==> config.mk <==
export PLATFORM = sky130hd
export DESIGN_NAME = cnn_layer_scheduler
export DESIGN_NICKNAME = d
export VERILOG_FILES = /design/src/rtl/cnn_layer_scheduler.sv
export SDC_FILE = /design/constraint.sdc
export NUM_CORES = 1
export LEC_CHECK = 0
export ABC_AREA = 1
export CORE_ASPECT_RATIO = 0.8
export CORE_UTILIZATION = 30
export CTS_BUF_LIST = sky130_fd_sc_hd__clkbuf_4 sky130_fd_sc_hd__clkbuf_8
export CTS_CLUSTER_SIZE = 30
export DETAILED_ROUTE_END_ITERATION = 8
export HOLD_SLACK_MARGIN = 0.08
export PLACE_DENSITY = 0.51
export SYNTH_ARGS = -nofsm -noshare
export SYNTH_HDL_FRONTEND = slang
export SYNTH_SLANG_ARGS = --single-unit
==> constraint.sdc <==
create_clock -name HCLK -period 2.4 [get_ports HCLK]
set_clock_uncertainty 0.05 [all_clocks]
set_input_delay 0.72 -clock HCLK [delete_from_list [all_inputs] [get_ports HCLK]]
set_output_delay 0.72 -clock HCLK [all_outputs]
set_load 0.005 [all_outputs]
==> src/rtl/cnn_layer_scheduler.sv <==
`default_nettype none
// ============================================================================
// Module   : cnn_layer_scheduler
// Purpose  : Sequences an accelerator through N_LAYER layers over a simple
//            request/ack register bus. For each layer it writes the base
//            addresses and the layer configuration, pulses the start
//            register, then polls the done register until bit 0 is set.
//            The weight and parameter bases advance between layers.
// Ports    : HCLK, HRESETn          clock, synchronous active-low reset
//            tbl_we/tbl_idx/tbl_data layer-table write port
//                                    (data = {act_shift, bias_shift, is_conv3x3})
//            run, abort             start / abandon a sequence (pulses)
//            bus_req/bus_we/bus_addr/bus_wdata/bus_ack/bus_rdata
//                                    register-bus master
//            busy, done, cur_layer, error
//                                    status outputs
// Options  : SCHED_TIMEOUT_EN - when defined, 65535 consecutive not-done
//            polls within one layer set the sticky error flag and abandon
//            the sequence. When undefined, polling is unbounded and error
//            is tied low.
// Revision : 1.0 - initial release
// ============================================================================
module cnn_layer_scheduler #(
  parameter int          N_LAYER    = 3,
  parameter int          TI         = 16,
  parameter int          TO         = 16,
  parameter int          N          = 16,
  parameter int          GAP        = 4,
  parameter int          POLL_GAP   = 128,
  parameter logic [31:0] ADDR_BASE  = 32'h4000_0000,
  parameter logic [31:0] ADDR_CFG   = 32'h4000_0004,
  parameter logic [31:0] ADDR_START = 32'h4000_0008,
  parameter logic [31:0] ADDR_DONE  = 32'h4000_000C
) (
  input  logic        HCLK,
  input  logic        HRESETn,
  input  logic        tbl_we,
  input  logic [3:0]  tbl_idx,
  input  logic [8:0]  tbl_data,
  input  logic        run,
  input  logic        abort,
  output logic        bus_req,
  output logic        bus_we,
  output logic [31:0] bus_addr,
  output logic [31:0] bus_wdata,
  input  logic        bus_ack,
  input  logic [31:0] bus_rdata,
  output logic        busy,
  output logic        done,
  output logic [3:0]  cur_layer,
  output logic        error
);

  // Shared idle counter is sized for the longer of the two wait periods.
  localparam int CNT_MAX = (GAP > POLL_GAP) ? GAP : POLL_GAP;
  localparam int CNT_W   = $clog2(CNT_MAX + 1) + 1;

  localparam logic [CNT_W-1:0] GAP_LAST  = (GAP > 0)      ? CNT_W'(GAP - 1)      : '0;
  localparam logic [CNT_W-1:0] POLL_LAST = (POLL_GAP > 0) ? CNT_W'(POLL_GAP - 1) : '0;

  localparam logic [19:0] W_STEP_3X3 = 20'(TI * TO * 9 / N);
  localparam logic [19:0] W_STEP_1X1 = 20'(TO);
  localparam logic [11:0] P_STEP     = 12'(TO);
  localparam logic [3:0]  LAST_IDX   = 4'(N_LAYER - 1);
  localparam logic [4:0]  N_LAYER_5  = 5'(N_LAYER);

  typedef enum logic [3:0] {
    IDLE      = 4'd0,
    WR_BASE   = 4'd1,
    WR_CFG    = 4'd2,
    WR_START1 = 4'd3,
    WR_START0 = 4'd4,
    POLL_WAIT = 4'd5,
    POLL_RD   = 4'd6,
    NEXT      = 4'd7,
    FIN       = 4'd8
  } state_t;

  state_t            state, state_nxt;
  logic [3:0]        idx, idx_nxt;
  logic [19:0]       weight_base, weight_base_nxt;
  logic [11:0]       param_base, param_base_nxt;
  logic [CNT_W-1:0]  cnt, cnt_nxt;
  logic              req, req_nxt;
  logic              we, we_nxt;
  logic [31:0]       addr, addr_nxt;
  logic [31:0]       wdata, wdata_nxt;
  logic              busy_r, busy_nxt;
  logic              done_r, done_nxt;

  // Sixteen slots so the 4-bit index never needs truncation; only the
  // first N_LAYER are ever written.
  logic [8:0]        tbl [16];

  // Per-state transfer descriptor feeding the shared handshake logic.
  logic              xfer;
  logic              x_we;
  logic [31:0]       x_addr;
  logic [31:0]       x_data;
  state_t            x_next;

  logic              gap_done;
  logic              kill;
  logic [8:0]        entry;
  logic              is_first, is_last;
  logic [31:0]       cfg_word;

  // Only bit 0 of the read data carries the done status.
  logic              unused_rdata;
  assign unused_rdata = ^bus_rdata[31:1];

`ifdef SCHED_TIMEOUT_EN
  logic [15:0]       poll_cnt, poll_cnt_nxt;
  logic              error_r, error_nxt;
  logic              timeout_hit;
`endif

  assign entry    = tbl[idx];
  assign is_first = (idx == 4'd0);
  assign is_last  = (idx == LAST_IDX);
  assign cfg_word = {16'b0, entry[8:6], entry[5:1], idx, is_last, entry[0], is_last, is_first};
  assign gap_done = (GAP == 0) || (cnt == GAP_LAST);

  always_comb begin
    state_nxt       = state;
    idx_nxt         = idx;
    weight_base_nxt = weight_base;
    param_base_nxt  = param_base;
    cnt_nxt         = cnt;
    req_nxt         = req;
    we_nxt          = we;
    addr_nxt        = addr;
    wdata_nxt       = wdata;
    busy_nxt        = busy_r;
    done_nxt        = 1'b0;
    xfer            = 1'b0;
    x_we            = 1'b0;
    x_addr          = 32'h0;
    x_data          = 32'h0;
    x_next          = state;
    kill            = abort;
`ifdef SCHED_TIMEOUT_EN
    poll_cnt_nxt    = poll_cnt;
    error_nxt       = error_r;
    timeout_hit     = 1'b0;
`endif

    case (state)
      WR_BASE: begin
        xfer = 1'b1; x_we = 1'b1; x_addr = ADDR_BASE;
        x_data = {param_base, weight_base}; x_next = WR_CFG;
      end
      WR_CFG: begin
        xfer = 1'b1; x_we = 1'b1; x_addr = ADDR_CFG;
        x_data = cfg_word; x_next = WR_START1;
      end
      WR_START1: begin
        xfer = 1'b1; x_we = 1'b1; x_addr = ADDR_START;
        x_data = 32'h1; x_next = WR_START0;
      end
      WR_START0: begin
        xfer = 1'b1; x_we = 1'b1; x_addr = ADDR_START;
        x_data = 32'h0; x_next = POLL_WAIT;
      end
      POLL_RD: begin
        xfer = 1'b1; x_we = 1'b0; x_addr = ADDR_DONE;
        x_data = 32'h0; x_next = bus_rdata[0] ? NEXT : POLL_WAIT;
      end
      default: ;
    endcase

    case (state)
      IDLE: begin
        if (run) begin
          idx_nxt         = 4'd0;
          weight_base_nxt = 20'd0;
          param_base_nxt  = 12'd0;
          cnt_nxt         = '0;
          busy_nxt        = 1'b1;
          state_nxt       = WR_BASE;
`ifdef SCHED_TIMEOUT_EN
          poll_cnt_nxt    = 16'd0;
`endif
        end
      end
      POLL_WAIT: begin
        if ((POLL_GAP == 0) || (cnt == POLL_LAST)) begin
          cnt_nxt   = '0;
          state_nxt = POLL_RD;
        end else begin
          cnt_nxt = cnt + 1'b1;
        end
      end
      NEXT: begin
        weight_base_nxt = weight_base + (entry[0] ? W_STEP_3X3 : W_STEP_1X1);
        param_base_nxt  = param_base + P_STEP;
        cnt_nxt         = '0;
`ifdef SCHED_TIMEOUT_EN
        poll_cnt_nxt    = 16'd0;
`endif
        if (idx < LAST_IDX) begin
          idx_nxt   = idx + 4'd1;
          state_nxt = WR_BASE;
        end else begin
          state_nxt = FIN;
        end
      end
      FIN: begin
        done_nxt  = 1'b1;
        busy_nxt  = 1'b0;
        state_nxt = IDLE;
      end
      default: ;
    endcase

    // Common handshake: idle GAP cycles, raise the request with address and
    // data frozen, and drop everything on the cycle the ack is seen.
    if (xfer) begin
      if (req) begin
        if (bus_ack) begin
          req_nxt   = 1'b0;
          we_nxt    = 1'b0;
          addr_nxt  = 32'h0;
          wdata_nxt = 32'h0;
          cnt_nxt   = '0;
          state_nxt = x_next;
`ifdef SCHED_TIMEOUT_EN
          if (state == POLL_RD && !bus_rdata[0]) begin
            if (poll_cnt == 16'hFFFE) begin
              timeout_hit = 1'b1;
            end else begin
              poll_cnt_nxt = poll_cnt + 16'd1;
            end
          end
`endif
        end
      end else if (gap_done) begin
        req_nxt   = 1'b1;
        we_nxt    = x_we;
        addr_nxt  = x_addr;
        wdata_nxt = x_data;
      end else begin
        cnt_nxt = cnt + 1'b1;
      end
    end

`ifdef SCHED_TIMEOUT_EN
    if (timeout_hit) begin
      kill      = 1'b1;
      error_nxt = 1'b1;
    end
`endif

    // Abandon overrides every other decision, including a run in IDLE.
    if (kill) begin
      state_nxt = IDLE;
      req_nxt   = 1'b0;
      we_nxt    = 1'b0;
      addr_nxt  = 32'h0;
      wdata_nxt = 32'h0;
      busy_nxt  = 1'b0;
      done_nxt  = 1'b0;
      cnt_nxt   = '0;
    end
  end

  always_ff @(posedge HCLK) begin
    if (!HRESETn) begin
      state       <= IDLE;
      idx         <= 4'd0;
      weight_base <= 20'd0;
      param_base  <= 12'd0;
      cnt         <= '0;
      req         <= 1'b0;
      we          <= 1'b0;
      addr        <= 32'h0;
      wdata       <= 32'h0;
      busy_r      <= 1'b0;
      done_r      <= 1'b0;
    end else begin
      state       <= state_nxt;
      idx         <= idx_nxt;
      weight_base <= weight_base_nxt;
      param_base  <= param_base_nxt;
      cnt         <= cnt_nxt;
      req         <= req_nxt;
      we          <= we_nxt;
      addr        <= addr_nxt;
      wdata       <= wdata_nxt;
      busy_r      <= busy_nxt;
      done_r      <= done_nxt;
    end
  end

  // Table is frozen while a sequence runs; out-of-range indices are dropped.
  always_ff @(posedge HCLK) begin
    if (!HRESETn) begin
      for (int i = 0; i < 16; i++) begin
        tbl[i] <= 9'd0;
      end
    end else if (tbl_we && !busy_r && ({1'b0, tbl_idx} < N_LAYER_5)) begin
      tbl[tbl_idx] <= tbl_data;
    end
  end

`ifdef SCHED_TIMEOUT_EN
  always_ff @(posedge HCLK) begin
    if (!HRESETn) begin
      poll_cnt <= 16'd0;
      error_r  <= 1'b0;
    end else begin
      poll_cnt <= poll_cnt_nxt;
      error_r  <= error_nxt;
    end
  end
  assign error = error_r;
`else
  assign error = 1'b0;
`endif

  assign bus_req   = req;
  assign bus_we    = we;
  assign bus_addr  = addr;
  assign bus_wdata = wdata;
  assign busy      = busy_r;
  assign done      = done_r;
  assign cur_layer = busy_r ? idx : 4'd0;

endmodule
`default_nettype wire
* Word level (Yosys, flattened, before mapping)
Memory sizes are Yosys's and may differ from the RTL's. A register that Yosys moved wholly into a read port is not among the register bits.
Cells that the tools add are included.
** Cells by class
- Add/subtract/negate cells :: 4
- Magnitude comparators :: 2
- Eq/ne operators :: 15
- Muxes and demuxes :: 52
- Bitwise operators :: 1
- Reduce and logical (&&, ||, !) cells :: 17
** Operator list (number)
- $mux W32 :: 5
- $pmux W31 S4 :: 1
- $pmux W32 S3 :: 1
- $mux W9 :: 7
- $mux W4 :: 12
- $pmux W20 S2 :: 1
- $pmux W9 S3 :: 1
- $pmux W12 S2 :: 1
- $add A20 B8 Y20 :: 1
- $mux W20 :: 1
- $pmux W4 S5 :: 1
- $eq A4 B3 Y1 const B :: 4
- $pmux W4 S4 :: 1
- $mux W1 :: 15
- $add A12 B5 Y12 const B :: 1
- $eq A4 B2 Y1 const B :: 3
- $mux W12 :: 1
- $add A9 B1 Y9 const B :: 1
- $eq A9 B2 Y1 const B :: 1
- $eq A9 B7 Y1 const B :: 1
- $reduce_or A9 Y1 :: 1
- $logic_not A4 Y1 :: 2
- $lt A4 B2 Y1 const B :: 2
- $mux W8 :: 1
- 17 further kinds :: 25
** Storage, ports and cells
- Register bits after elaboration :: 117
- RAM bits :: 144
- Input bits :: 51
- Output and inout bits :: 73
- Memories kept :: 1
** Memories
- tbl :: words 16, bits a word 9, read ports 1, clocked after memory_dff 1, wr ports 16, RTL line 93 : logic [8:0] tbl [16];

* Depth between registers and ports, before layout
Gate-level depths: netlist of run 1.
- Depth in word-level cells :: 8
- Mapped depth :: 18

* Least setup slack after synthesis of run 1
OpenSTA, ideal clock, no wires.
- Path kind :: register to register
- Start point :: register with a tool-made name
- End point :: register weight_base[17]
- Setup time :: 0.115 ns
- Data arrival time :: 2.106 ns
- Data required time :: 2.235 ns
- Setup slack :: 0.129 ns
- Cell stages (with the launch flop) :: 16
- Path buffers :: 2
- Period minus slack after synthesis :: 2.271 ns
- Cell sequence :: dfxtp_1 -> buf_2 -> buf_1 -> nand2_1 -> nand3_1 -> nand3_1 -> nand3_1 -> nand2_1 -> ha_1 -> inv_1 -> nor2_1 -> nor2_1 -> nor2_1 -> nand3_1 -> o21ai_0 -> inv_1
** RTL lines
- end signal, assigned :: RTL line 283 : weight_base <= weight_base_nxt;
- end, declared :: RTL line 81 : logic [19:0] weight_base, weight_base_nxt;

* Final worst setup path of run 1
- Start point :: register busy_r (netlist: busy)
- End point :: output cur_layer[3]
** On the way
- Cells in the longest elaborated chain, start to end :: 1
** Ends and longest elaborated chain
- start, declared :: RTL line 88 : logic busy_r, busy_nxt;
- start signal, assigned :: RTL line 290 : busy_r <= busy_nxt;
- $mux W4 :: RTL line 327 : assign cur_layer = busy_r ? idx : 4'd0;
- end, declared :: RTL line 50 : output logic [3:0] cur_layer,
Every way passes these cells.

==> results.toml, run 1 <==
[floorplan]
die_w_um = 213
die_h_um = 171
dieArea_sq_um = 36300
num_rows = 61
start_util_pct = 30.5
ios = 124
core-area_sq_um = 34900

[setup_path]
r2r_end = "weight_base[13]"
required_ps = 1630
critPathMaxFanout = 6
end_kind = "output port"
critPathArrivalTime_ps = 1550
reg2reg_depth = 13
rrSetupSlack_ps = 210
cp-start-kind = "flop"
crit_type = "reg -> out"

[job]
maxCapViolations = 0

[outcome]
status = "complete, no violations"

[placed_design]
gp_congestion = 0.854
hpwl_um = 18100
place_worst_setup_slack_ps = -103
placed_area_sq_um = 12400
io_buffers = 62

[grt]
met3_usage_pct = 2.51
grt_max_degree = 28
grt-ovfl-total = 0
grt_use_met1_pct = 20.5
grtUsageMet2_pct = 22.0
top_usage_layer = "met2"
grt_pass1_wl_um = 40700
grt_antenna_before_repair = 0
grt_pass1_vias = 7946
grtUsageTotal_pct = 14.3

[logic_synthesis]
ys_ff_latch = 224
synth_area_per_cell_sq_um = 8.54
yosysTopAreaCell = "edfxtp_1"
netlist.area_leader.share_pct = 40.6
synthFlopType = "edfxtp_1"
synth_edf_count = 144
ys_seq_area_share_pct = 55.6
syn_area_sq_um = 10700
ys_types = 47
synth_area_leaders = "edfxtp_1, dfxtp_1, nand2_1, nand3_1, inv_1"
yosysWarningCount = 0
syn_inst = 1247
async_flop_share_pct = 0

[clock_network]
h-tree-depth = 2
clockBufferDepth = 3
cts_tree = "yes"
clk_latency_ps = 530
cts.clk_slew.worst_paths_ps = 60
cts_inserted_buffers = 40
cts_sinks = 224
root_buffer = "clkbuf_8"
cts_hold_buf = 0

[sta]
timing.fmax_mhz = 430
rsz0062_at_grt = "true"
setup_viol = 0
final-max-slew-violation-count = 0
timing.final.hold_violations = 0
finalWorstSetupSlack_ps = 76.0
hold_ws_ps = 413
fin_crit_sh_pct = 96.8
period_needed_ps = 2320

[final_layout]
fin_util_pct = 38.1
nNetsFinal = 1533
layout-drive-gt1-share_pct = 11.9
area_growth_pct = 24.7
final_common_cell = "nand2_1"
stdcell_area_sq_um = 13300
diodes = 0
most-common-layout-cells = "nand2_1, inv_1, nand3_1, conb_1, edfxtp_1"

[drt]
routedWlPerCell_um = 12.6
first_pass_iters = 5
routed_wl_um = 24900
drtAntennaViolNets = 0
vias = 8151
drt-initial-drc-count = 424
viasPerCell = 4.13
drc_errors = 0

[power_and_ir_drop]
fin_total_pwr_mw = 8.53
ir_drop_uv = 316
power_density_nw_per_um2 = 642
leakage_nw = 5.77

[min_path]
hold_class = "reg -> reg"
hold_path_depth = 2
hp-start = "bus_wdata[30]"
hold_end = "bus_wdata[30]"
[cell usage after synthesis, types with 5 or more instances]
master and count:
a21oi_1 54, a21oi_2 13, buf_1 9, buf_2 11, buf_4 38, clkbuf_1 18, dfxtp_1 80, edfxtp_1 144
ha_1 7, inv_1 186, inv_2 5, nand2_1 356, nand3_1 151, nor2_1 79, nor2_4 5, o21ai_0 37
[metal layers]
layer  part of all wire, %  vias up  wire length, um
li1                      -     4278                -
met1                    51     3667            12700
met2                    43      166            10700
met3                   4.3       40             1060
met4                   1.8        0              453
met5                     0        -                0
[worst max-delay path: stages, from the launching register on]
cell	delay (ps)
dfxtp_4	400
nand2_1	60
inv_1	50
clkdlybuf4s50_1	530
[timing repair]
item	CTS	global route
buffers inserted	2	2
gates resized for setup	5	21
endpoints found under the setup margin	10	14
hold endpoints to repair	0	0
pin swaps	2	5
[cell families (layout without fill, tap and decap cells)]
kind of cell	after synthesis	after routing	share of synthesized area, %
AO/OA/AOI/OAI	123	123	6.73
XOR/XNOR	3	3	0.247
adder cells (fa/ha/maj)	7	7	0.822
buffers and inverters	277	385	11.8
flip-flops	224	224	55.6
other	1	147	0.0352
AND/OR/NAND/NOR	612	612	24.8
[power by group]
part           switching (mW)  total, mW  internal [mW]
combinational           0.426      0.656          0.230
clock                    1.51       3.51           2.00
sequential             0.0573       4.36           4.30
total                    1.99       8.53           6.54
[through the flow]
| step | TNS [ps] | std cells |
|---|---|---|
| final | 0 | 1973 |
| after detailed placement | -1580 | 1901 |
| after global placement | -863 | 1901 |
| after floorplan | 0 | 1393 |
| after global routing | -18.8 | 1973 |
| after CTS | 0 | 1971 |
[how the worst max path moves through the flow]
stage / end / from / slack [ps] / cells after the start
floorplan: weight_base[17] / flop / 130 / 15
global route: weight_base[16] / flop / -20 / 18
detailed placement: tbl[2][7] / HRESETn / -100 / 6
CTS: cur_layer[0] / busy / 5 / 3
finish: cur_layer[3] / busy / 80 / 3
global placement: tbl[2][8] / HRESETn / -70 / 6
[layout make-up]
class / count / area, sq um
Timing Repair Buffer: 121 / 1160
Sequential cell: 224 / 5940
Clock buffer: 60 / 719
Inverter: 196 / 746
Tap cell: 472 / 591
Clock inverter: 8 / 57.6
Fill cell: 3623 / 21600
Multi-Input combinational cell: 892 / 4070
[flip-flops by register name, indices dropped and copies added, names as in the netlist, 3 cells and up, named ones only]
name and flops:
bus_addr 3, bus_wdata 28, cnt 9, idx 4
param_base 8, state 4, tbl 144, weight_base 16
No activity file was read; power rests on OpenSTA's default activity.
==> run 2: changes to the inputs <==
--- a/config.mk
+++ b/config.mk
@@ -13,6 +13,7 @@
 export DETAILED_ROUTE_END_ITERATION = 8
 export HOLD_SLACK_MARGIN = 0.08
 export PLACE_DENSITY = 0.51
+export SETUP_SLACK_MARGIN = 0.5
 export SYNTH_ARGS = -nofsm -noshare
 export SYNTH_HDL_FRONTEND = slang
 export SYNTH_SLANG_ARGS = --single-unit
==> run 2 against run 1 <==
Net effect:
- fmax is 12% higher
- clock power grew 5%
- largest power group unchanged
- final cell count grew 1.5%
- largest cell class unchanged
- highest routed layer unchanged
- sequential power hardly changed
- critical endpoint is now weight_base[10]
- power grew 2.7%
==> results.toml, run 2 (synthesis results as in run 1) <==
[outcome]
status = "complete, no violations"

[sta]
timing.fmax_mhz = 481
period_needed_ps = 2080
setup_viol = 0
rsz0062_at_grt = "true"
fin_crit_sh_pct = 86.7
final-max-slew-violation-count = 0
timing.final.hold_violations = 0

[setup_path]
critPathMaxFanout = 5
timing.critical_path.cells = "buf_12 -> nand2_1 -> nand3_1 -> nand3_2 -> nand3_2 -> nand2_4 -> ha_4 -> inv_4 -> o21bai_4 -> nand2_4 -> buf_4 -> buf_6 -> o21ai_2 -> a21oi_1"
critPathSlowestCell = "dfxtp_4"
crit_family = "simple AND/OR/NAND/NOR gates"
critPathArrivalTime_ps = 2470
crit_type = "reg -> reg"
required_ps = 2790
crit_buf_inv = 4
slowest_delay_ps = 430
end_kind = "flop"
cp-start-kind = "flop"

[final_layout]
nNetsFinal = 1559
area_growth_pct = 28.8
seq_area_sq_um = 5970
diodes = 0
fillers = 3608
multi_input_area_sq_um = 4330
layout-drive-gt1-share_pct = 19.9
regMostFlops = "tbl"
stdcell_area_sq_um = 13700
final_common_cell = "nand2_1"
most-common-layout-cells = "nand2_1, inv_1, conb_1, edfxtp_1, nand3_1"
largest_reg_flops = 144

[power_and_ir_drop]
power_density_nw_per_um2 = 638
fin_total_pwr_mw = 8.76
leakage_nw = 6.09
ir_drop_uv = 310

[drt]
vias = 8483
drc_errors = 0
first_pass_iters = 7
drt-initial-drc-count = 499
routed_wl_um = 26200
drtAntennaViolNets = 0
routedWlPerCell_um = 13.1
viasPerCell = 4.24

[clock_network]
cts_tree = "yes"
cts_sinks = 224
cts_inserted_buffers = 41
clockBufferDepth = 3
root_buffer = "clkbuf_8"
clk_latency_ps = 550
h-tree-depth = 2
cts.clk_slew.worst_paths_ps = 60

[grt]
grtUsageMet2_pct = 21.7
grt-ovfl-total = 0
grt_pass1_wl_um = 41900
grt_max_degree = 25
top_usage_layer = "met1"
grt_antenna_before_repair = 0
grt_use_met1_pct = 21.9
grt_pass1_vias = 8022
met3_usage_pct = 2.55
grtUsageTotal_pct = 14.7

[floorplan]
num_rows = 61
dieArea_sq_um = 36300
ios = 124
start_util_pct = 30.5
core-area_sq_um = 34900
die_h_um = 171
die_w_um = 213

[placed_design]
io_buffers = 62
placed_area_sq_um = 12400
hpwl_um = 18400
gp_congestion = 0.831

[job]
maxCapViolations = 0

[min_path]
hold_class = "reg -> reg"
==> run 2: cell count changes in the layout (fill, tap and decap cells not counted), sizes merged <==
cell | previous run | this run
clkinv | 10 | 9
dlygate4sd2 | 0 | 1
dlymetal6s2s | 0 | 1
inv | 193 | 194
buf | 59 | 94
clkdlybuf4s15 | 0 | 15
clkinvlp | 0 | 2
clkbuf | 60 | 76
nand2 | 360 | 363
clkdlybuf4s50 | 62 | 18
==> run 2: per-layer routing <==
layer	wire [um]	share of wire, %
met1	13400	51
met2	11000	42
met5	0	0
met4	439	1.7
met3	1350	5.1
==> run 2: area by class of cell <==
cell class	count	area share [%]
clock buffers	63	5.41
repair inverters	1	0.0456
repair buffers	142	9.06
clock inverters	9	0.547
well taps	472	4.30
inverters	196	5.56
flip-flops and latches	224	43.5
multi-input cells	895	31.6
==> run 2: stage by stage <==
| step | hold WS (ps) | setup TNS (ps) | util (%) | instances | setup WS, ps |
|---|---|---|---|---|---|
| floorplan | 400 | 0 | - | 1393 | 339 |
| detailed placement | 411 | -1200 | 35.6 | 1903 | -51.9 |
| global placement | 403 | -1540 | 35.6 | 1903 | -65.0 |
| CTS | 409 | 0 | 38.8 | 1994 | 236 |
| global route | 434 | 0 | 39.3 | 2002 | 174 |
| finish | 413 | 0 | 39.3 | 2002 | 320 |
==> run 2: what timing repair did <==
item                       in CTS  in global routing
gates cloned                    1                  3
buffers inserted               18                  5
setup endpoints to repair      83                112
pin swaps                      25                 16
gates resized for setup       192                 62
hold endpoints to repair        0                  0
hold buffers                    0                  0
==> run 2: worst paths after layout <==
path	startpoint	end	slack (ps)	depth (start not counted)
worst max-delay path	flop	weight_base[10]	320	14
worst min-delay path	bus_wdata[25]	bus_wdata[25]	410	2
worst max register to register	flop	weight_base[10]	320	14
worst min register to register	bus_wdata[25]	bus_wdata[25]	410	2
==> run 2: where the power goes <==
| part | internal, mW | switching, mW |
|---|---|---|
| registers | 4.30 | 0.0593 |
| logic | 0.252 | 0.459 |
| clock network | 2.08 | 1.61 |
==> run 2: worst reg2reg max path: stages (launching register included) <==
cell and delay (ps):
dfxtp_4 430, buf_12 130, nand2_1 50, nand3_1 90, nand3_2 80, nand3_2 90, nand2_4 70, ha_4 280
inv_4 50, o21bai_4 140, nand2_4 90, buf_4 140, buf_6 100, o21ai_2 100, a21oi_1 70
